File: config.mk
export PLATFORM = sky130hd
export DESIGN_NAME = serial_adder_flat
export DESIGN_NICKNAME = d
export VERILOG_FILES = /design/src/rtl/serial_adder_if.sv /design/src/rtl/serial_adder.sv /design/src/flat_wrapper.sv
export SDC_FILE = /design/constraint.sdc
export NUM_CORES = 1
export LEC_CHECK = 0
export CAP_MARGIN = 30
export CORE_MARGIN = 2
export CORE_UTILIZATION = 29
export DETAILED_ROUTE_END_ITERATION = 8
export PLACE_DENSITY = 0.46
export SETUP_SLACK_MARGIN = 0.3
export SKIP_CTS_REPAIR_TIMING = 1
export SYNTH_ARGS = -nofsm -noshare
export SYNTH_HDL_FRONTEND = slang
export SYNTH_SLANG_ARGS = --single-unit
File: constraint.sdc
create_clock -name clk -period 4.6 [get_ports clk]
set_clock_uncertainty 0.05 [all_clocks]
set_input_delay 1.15 -clock clk [delete_from_list [all_inputs] [get_ports clk]]
set_output_delay 1.15 -clock clk [all_outputs]
set_load 0.01 [all_outputs]
File: src/rtl/serial_adder_if.sv
// Operand/result bundle for serial_adder.
// Handshake: start is a request and !busy is the ready; an operation transfers on a rising edge
// where start=1 and busy=0. done pulses for one cycle when sum/cout/overflow have been updated.
interface serial_adder_if #(
  parameter int WIDTH = 8
);
  logic             start;
  logic             mode;
  logic             cin;
  logic [WIDTH-1:0] a;
  logic [WIDTH-1:0] b;
  logic             busy;
  logic             done;
  logic [WIDTH-1:0] sum;
  logic             cout;
  logic             overflow;

  modport master (
    output start, mode, cin, a, b,
    input  busy, done, sum, cout, overflow
  );

  modport slave (
    input  start, mode, cin, a, b,
    output busy, done, sum, cout, overflow
  );
endinterface

File: src/rtl/serial_adder.sv
// Multi-cycle adder/subtractor: WIDTH-bit operands processed BPC bits per clock through one
// slice of chained full-adder cells and a registered carry.
module serial_adder #(
  parameter int WIDTH = 8,
  parameter int BPC   = 1
) (
  input  logic           clk,
  input  logic           rst_n,
  serial_adder_if.slave  bus,
  output logic           dbg_state
);

  localparam int N  = WIDTH / BPC;
  localparam int CW = (N > 1) ? $clog2(N) : 1;

  typedef enum logic {
    IDLE = 1'b0,
    RUN  = 1'b1
  } state_t;

  state_t           state;
  logic [WIDTH-1:0] a_reg;
  logic [WIDTH-1:0] b_reg;
  logic [WIDTH-1:0] r_reg;
  logic             carry;
  logic [CW-1:0]    cnt;

  logic             busy_q;
  logic             done_q;
  logic [WIDTH-1:0] sum_q;
  logic             cout_q;
  logic             ovf_q;

  logic [BPC-1:0]   slice_sum;
  logic [BPC:0]     chain;
  logic [WIDTH-1:0] r_next;
  logic             last_slice;

  // One slice of ripple full adders; chain[BPC-1] is the carry into the slice MSB.
  always_comb begin
    chain     = '0;
    slice_sum = '0;
    chain[0]  = carry;
    for (int i = 0; i < BPC; i++) begin
      slice_sum[i] = a_reg[i] ^ b_reg[i] ^ chain[i];
      chain[i+1]   = (a_reg[i] & b_reg[i]) | (chain[i] & (a_reg[i] ^ b_reg[i]));
    end
  end

  // New slice enters at the top; after N slices the first one has reached bit 0.
  assign r_next     = WIDTH'({slice_sum, r_reg} >> BPC);
  assign last_slice = (cnt == CW'(N - 1));

  always_ff @(posedge clk or negedge rst_n) begin
    if (!rst_n) begin
      state  <= IDLE;
      a_reg  <= '0;
      b_reg  <= '0;
      r_reg  <= '0;
      carry  <= 1'b0;
      cnt    <= '0;
      busy_q <= 1'b0;
      done_q <= 1'b0;
      sum_q  <= '0;
      cout_q <= 1'b0;
      ovf_q  <= 1'b0;
    end else begin
      done_q <= 1'b0;
      case (state)
        IDLE: begin
          if (bus.start) begin
            a_reg  <= bus.a;
            b_reg  <= bus.mode ? ~bus.b : bus.b;
            carry  <= bus.mode ? 1'b1 : bus.cin;
            cnt    <= '0;
            busy_q <= 1'b1;
            state  <= RUN;
          end
        end
        RUN: begin
          a_reg <= a_reg >> BPC;
          b_reg <= b_reg >> BPC;
          r_reg <= r_next;
          carry <= chain[BPC];
          cnt   <= cnt + CW'(1);
          if (last_slice) begin
            cnt    <= '0;
            sum_q  <= r_next;
            cout_q <= chain[BPC];
            ovf_q  <= chain[BPC] ^ chain[BPC-1];
            done_q <= 1'b1;
            busy_q <= 1'b0;
            state  <= IDLE;
          end
        end
        default: state <= IDLE;
      endcase
    end
  end

  assign bus.busy     = busy_q;
  assign bus.done     = done_q;
  assign bus.sum      = sum_q;
  assign bus.cout     = cout_q;
  assign bus.overflow = ovf_q;
  assign dbg_state    = (state == RUN);

endmodule

File: src/flat_wrapper.sv
// flat-port wrapper written by rule: the top's interface ports become plain ports
module serial_adder_flat 
#(
  parameter int WIDTH = 8,
  parameter int BPC   = 1
)
  (clk, rst_n, dbg_state, bus_start, bus_mode, bus_cin, bus_a, bus_b, bus_busy, bus_done, bus_sum, bus_cout, bus_overflow);
  serial_adder_if #(.WIDTH(WIDTH)) bus_i ();
  input  logic clk;
  input  logic rst_n;
  output logic dbg_state;
  input wire logic [$bits(bus_i.start)-1:0] bus_start;
  input wire logic [$bits(bus_i.mode)-1:0] bus_mode;
  input wire logic [$bits(bus_i.cin)-1:0] bus_cin;
  input wire logic [$bits(bus_i.a)-1:0] bus_a;
  input wire logic [$bits(bus_i.b)-1:0] bus_b;
  output wire logic [$bits(bus_i.busy)-1:0] bus_busy;
  output wire logic [$bits(bus_i.done)-1:0] bus_done;
  output wire logic [$bits(bus_i.sum)-1:0] bus_sum;
  output wire logic [$bits(bus_i.cout)-1:0] bus_cout;
  output wire logic [$bits(bus_i.overflow)-1:0] bus_overflow;
  assign bus_i.start = bus_start;
  assign bus_i.mode = bus_mode;
  assign bus_i.cin = bus_cin;
  assign bus_i.a = bus_a;
  assign bus_i.b = bus_b;
  assign bus_busy = bus_i.busy;
  assign bus_done = bus_i.done;
  assign bus_sum = bus_i.sum;
  assign bus_cout = bus_i.cout;
  assign bus_overflow = bus_i.overflow;
  serial_adder #(.WIDTH(WIDTH), .BPC(BPC)) u_core (.clk(clk), .rst_n(rst_n), .bus(bus_i), .dbg_state(dbg_state));
endmodule
# Yosys cells after proc, flatten, opt, wreduce, memory -nomap -nowiden
# Cells that the tools add are included.
# word_totals
ff_bits	41
elab_cells	44
inputBits	21
output_inout_bits	13
# op_classes
n_mux	19
eq_ne	3
reduce_logical	2
bitwise_logic	8
add_sub_neg	1
# ops
cell	n
$pmux 8 s2	2
$mux 8	3
$mux 1	8
$not 8->8	1
$mux 3	2
$pmux 1 s2	3
$pmux 3 s2	1
$ne 2x2->1 const B	2
$reduce_and 2->1	2
$add 3x1->3 const B	1
$eq 3x3->1 const B	1
$xor 1x1->1	3
$and 1x1->1	2
$not 1->1	1
$or 1x1->1	1

# Logic depth before layout (Yosys ltp)
# logic_depth
depth_word	4
depth_mapped	5
mapped_depth_nobuf	4

# Worst setup path before layout
# OpenSTA, ideal clock, no wires.
# synth_timing
path_kind	input to register
start	in bus_start
end	reg u_core.b_reg[6]
t_arrival_ns	1.690
path_buffers	1
cell_stages	3
setup_slack_ns	2.780
setup_time_ns	0.080
required_time_ns	4.470
cell_sequence	buf_6 -> or3b_1 -> o211ai_2
# synth_between
elab_chain_cells	1
# synth_rtl
item	line_no	source
start: declaration	flat_wrapper.sv:12	input wire logic [$bits(bus_i.start)-1:0] bus_start;
$ne 2x2->1 (no source line)	--	
end signal: assignment	serial_adder.sv:73	b_reg <= bus.mode ? ~bus.b : bus.b;
end signal: assignment	serial_adder.sv:82	b_reg <= b_reg >> BPC;
end: declaration	serial_adder.sv:23	logic [WIDTH-1:0] b_reg;
# No other way between the ends.
# A chain may end at the register's enable or synchronous reset.

# Worst setup path after layout
# layout_timing
start	in bus_start
end	reg u_core.b_reg[2]
# The elaborated chain is that of the path after synthesis.

==> results.py <==
metrics = {
    "synth": {
        "synthesis.area_um2": 1850,
        "yosysWarnings": 0,
        "synth_compound_area_share_pct": 9.96,
        "synth_area_per_cell_um2": 13.1,
        "ys_seq_elements": 40,
        "synth_adder_area_share_pct": 3.12,
        "yosysMostFrequentCell": "dfrtp_1",
        "synth.distinct_cells": 26,
        "synth_edf_count": 0,
        "synth_cells": 141,
        "synth_mux_area_share_pct": 14.7,
        "synth_area_leaders": "dfrtp_1 54%, mux2_2 10%, o211ai_2 4.7%",
        "seq_area_frac_synth_pct": 54.2,
        "synth_top_family_by_area": "multiplexers",
        "synth_fp_nets": 166,
        "synth-simple-area-share_pct": 9.21,
        "synth_top_flop_cell": "dfrtp_1",
        "async_reset_ff_share_pct": 100,
        "synth_top_area_share_pct": 54.2,
        "yosysTopAreaCell": "dfrtp_1",
        "synthXorXnorAreaFrac_pct": 4.27,
        "synth_common_cells": "40 x dfrtp_1, 17 x mux2_2, 16 x nand2_1",
    },
    "floorplanning": {
        "fp.dieH_um": 83.8,
        "die-area_um2": 7020,
        "die-width_um": 83.8,
        "start_util_pct": 29.6,
        "io_pins": 34,
        "rows": 29,
        "core_um2": 6240,
    },
    "critical_path": {
        "crit_chain": "clkdlybuf4s50_1 > or2b_4 > o211ai_2",
        "cp.arrival_ns": 2.86,
        "cp-end-kind": "flip-flop",
        "r2r_start": "u_core.cnt[0]",
        "r2r-end": "u_core.bus.sum[3]",
        "worstPathRequired_ns": 4.75,
        "worstSetupStartpointType": "input pin",
        "r2r_cells": 4,
        "crit_path_max_fanout": 22,
        "critical_path_class": "input pin to flip-flop",
        "r2r_slack_ns": 2.84,
        "cp_slowest_stage_delay_ns": 1.12,
        "crit_slowest_cell": "clkdlybuf4s50_1",
    },
    "cells_and_area": {
        "num-nets-final": 198,
        "nFillCells": 617,
        "layout-drive-gt1-share_pct": 20.7,
        "final_cells": 251,
        "area_growth_pct": 24.9,
        "num_antenna_cells": 0,
        "postLayoutCellArea_um2": 2310,
    },
    "min_path": {
        "whs_endpoint": "u_core.b_reg[4]",
        "min-delay-start": "u_core.b_reg[5]",
        "worstHoldPathCells": 2,
        "hold_path.class": "flip-flop to flip-flop",
    },
    "route": {
        "drt_iter0_drc": 59,
        "route.detailed.drc": 0,
        "routed_via_density": 4.51,
        "ant_nets": 0,
        "first_pass_iters": 4,
        "wire_per_inst_um": 12.7,
        "wl_um": 3180,
        "vias": 1132,
    },
    "placement": {
        "hpwl_um": 2150,
        "gp_congestion": 0.712,
        "placed_cell_area_um2": 2200,
        "placedCellCount": 243,
        "port_buffers": 33,
        "dp_slack_ns": 1.59,
    },
    "power_and_ir_drop": {
        "p_leak_nw": 1.02,
        "powerDensity_nw_per_um2": 583,
        "ir_drop_mv": 0.398,
        "switchingPower_uw": 406,
        "clock_power_share_pct": 20.4,
        "sequentialPowerShare_pct": 42.8,
        "netSwitchingFraction_pct": 30.2,
        "combPwrFrac_pct": 36.8,
        "internal-power_uw": 938,
    },
    "global_route": {
        "grt_pass1_vias": 1189,
        "grt_pass1_wl_um": 5620,
        "grt_busiest_layer": "met2",
        "grt_overflow_total": 0,
        "grt_start_max_net_pins": 48,
        "grtUsageMet2_pct": 15.8,
        "grtUsageMet3_pct": 2.67,
        "antenna_found_initial": 0,
        "met1_usage_pct": 12.8,
        "grtUsageTotal_pct": 9.98,
    },
    "timing": {
        "setup_ws_ns": 1.90,
        "finalCritPeriodShare_pct": 58.8,
        "rsz0062_at_grt": "no",
        "period_needed_ns": 2.70,
        "whs_ns": 0.435,
        "slew_viol_final": 0,
        "finalHoldViolations": 0,
        "setup_viol": 0,
        "fin_tns_setup_ns": 0,
        "worst_pin_slew_ns": 0.985,
        "max_freq_mhz": 370,
        "slew_headroom_pct": 34.1,
    },
    "clock_network": {
        "clock_latency_ns": 0.28,
        "clk_pin_slew_ns": 0.07,
        "cts_num_sinks": 40,
        "ctsLongestPathBuffers": 2,
        "cts_max_level": 2,
        "cts_buffers": 5,
        "cts_tree": "built",
        "clock-root-buffer": "clkbuf_8",
    },
    "run_status": {
        "status": "complete, no violations",
    },
    "flow_run": {
        "maxCapViolations": 0,
    },
}
## layout by cell type, fill, tap and decap left out, drive strengths merged
cell type      netlist  layout
fa                   1       1
a211oi               1       1
bufinv               0       1
a21oi                1       1
clkbuf               0       6
or3b                 7       7
xor2                 1       1
a32o                 1       1
mux2                17      17
clkdlybuf4s50        0      32
nor2                 6       6
o31ai                1       1
a22o                 2       2
nor3b                1       1
mux2i                8       8
o2bb2ai              1       1
buf                  9       2
dfrtp               40      40
clkinv               0       1
o211ai               7       7
inv                  2       2
ha                   3       3
nand2               16      16
or2b                 1       1
o21ai                7       7
xnor2                8       8
## logic make-up (layout without fill, tap and decap cells)
group,count (synthesis),in the layout
multiplexers,25,25
flip-flops,40,40
AO/OA/AOI/OAI,21,21
adder cells (fa/ha/maj),4,4
AND/OR/NAND/NOR,31,31
buffers and inverters,11,44
XOR/XNOR,9,9
## worst max-delay path by stage
stage	from	endpoint	slack (ns)	cells past startpoint
2_1_floorplan	bus_start	u_core.b_reg[6]	2.78	3
3_3_place_gp	bus_start	u_core.b_reg[0]	1.63	3
3_5_place_dp	bus_start	u_core.b_reg[3]	1.59	3
4_1_cts	bus_start	u_core.b_reg[2]	1.89	3
5_1_grt	bus_start	u_core.b_reg[2]	1.81	3
6_report	bus_start	u_core.b_reg[2]	1.90	3
## area by class of cell
cell class / instances / area [µm²] / share of cell area [%]
clock buffers: 6 / 72.6 / 3.15
flip-flops and latches: 40 / 1000 / 43.4
well taps: 77 / 96.3 / 4.18
multi-input cells: 90 / 762 / 33.0
clock inverters: 2 / 35.0 / 1.52
inverters: 2 / 7.51 / 0.325
repair buffers: 34 / 333 / 14.4
## stage by stage
stage	power, mW	utilization (%)
after floorplan	0.927	-
after global placement	1.07	35.2
after detailed placement	1.09	35.2
after CTS	1.37	37.0
after global routing	1.45	37.0
final	1.34	37.0
## critical path: cells and delay by family
kind	cells	cell delay [ns]
buf+inv	1	1.12
compound gates	1	0.17
simple gates	1	0.42
## routing by layer
metal / vias up / wire [µm]
met1: 560 / 1460
li1: 552 / -
met5: - / 0
met4: 0 / 40
met3: 4 / 91
met2: 16 / 1580
## power by group through the flow
stage	Combinational [mW]	Clock, mW	Sequential [mW]
2_1_floorplan	0.339	0	0.587
3_3_place_gp	0.493	0	0.579
3_5_place_dp	0.504	0	0.582
4_1_cts	0.506	0.286	0.576
5_1_grt	0.548	0.304	0.595
6_report	0.495	0.274	0.575
Power figures use the tool's default switching activity.
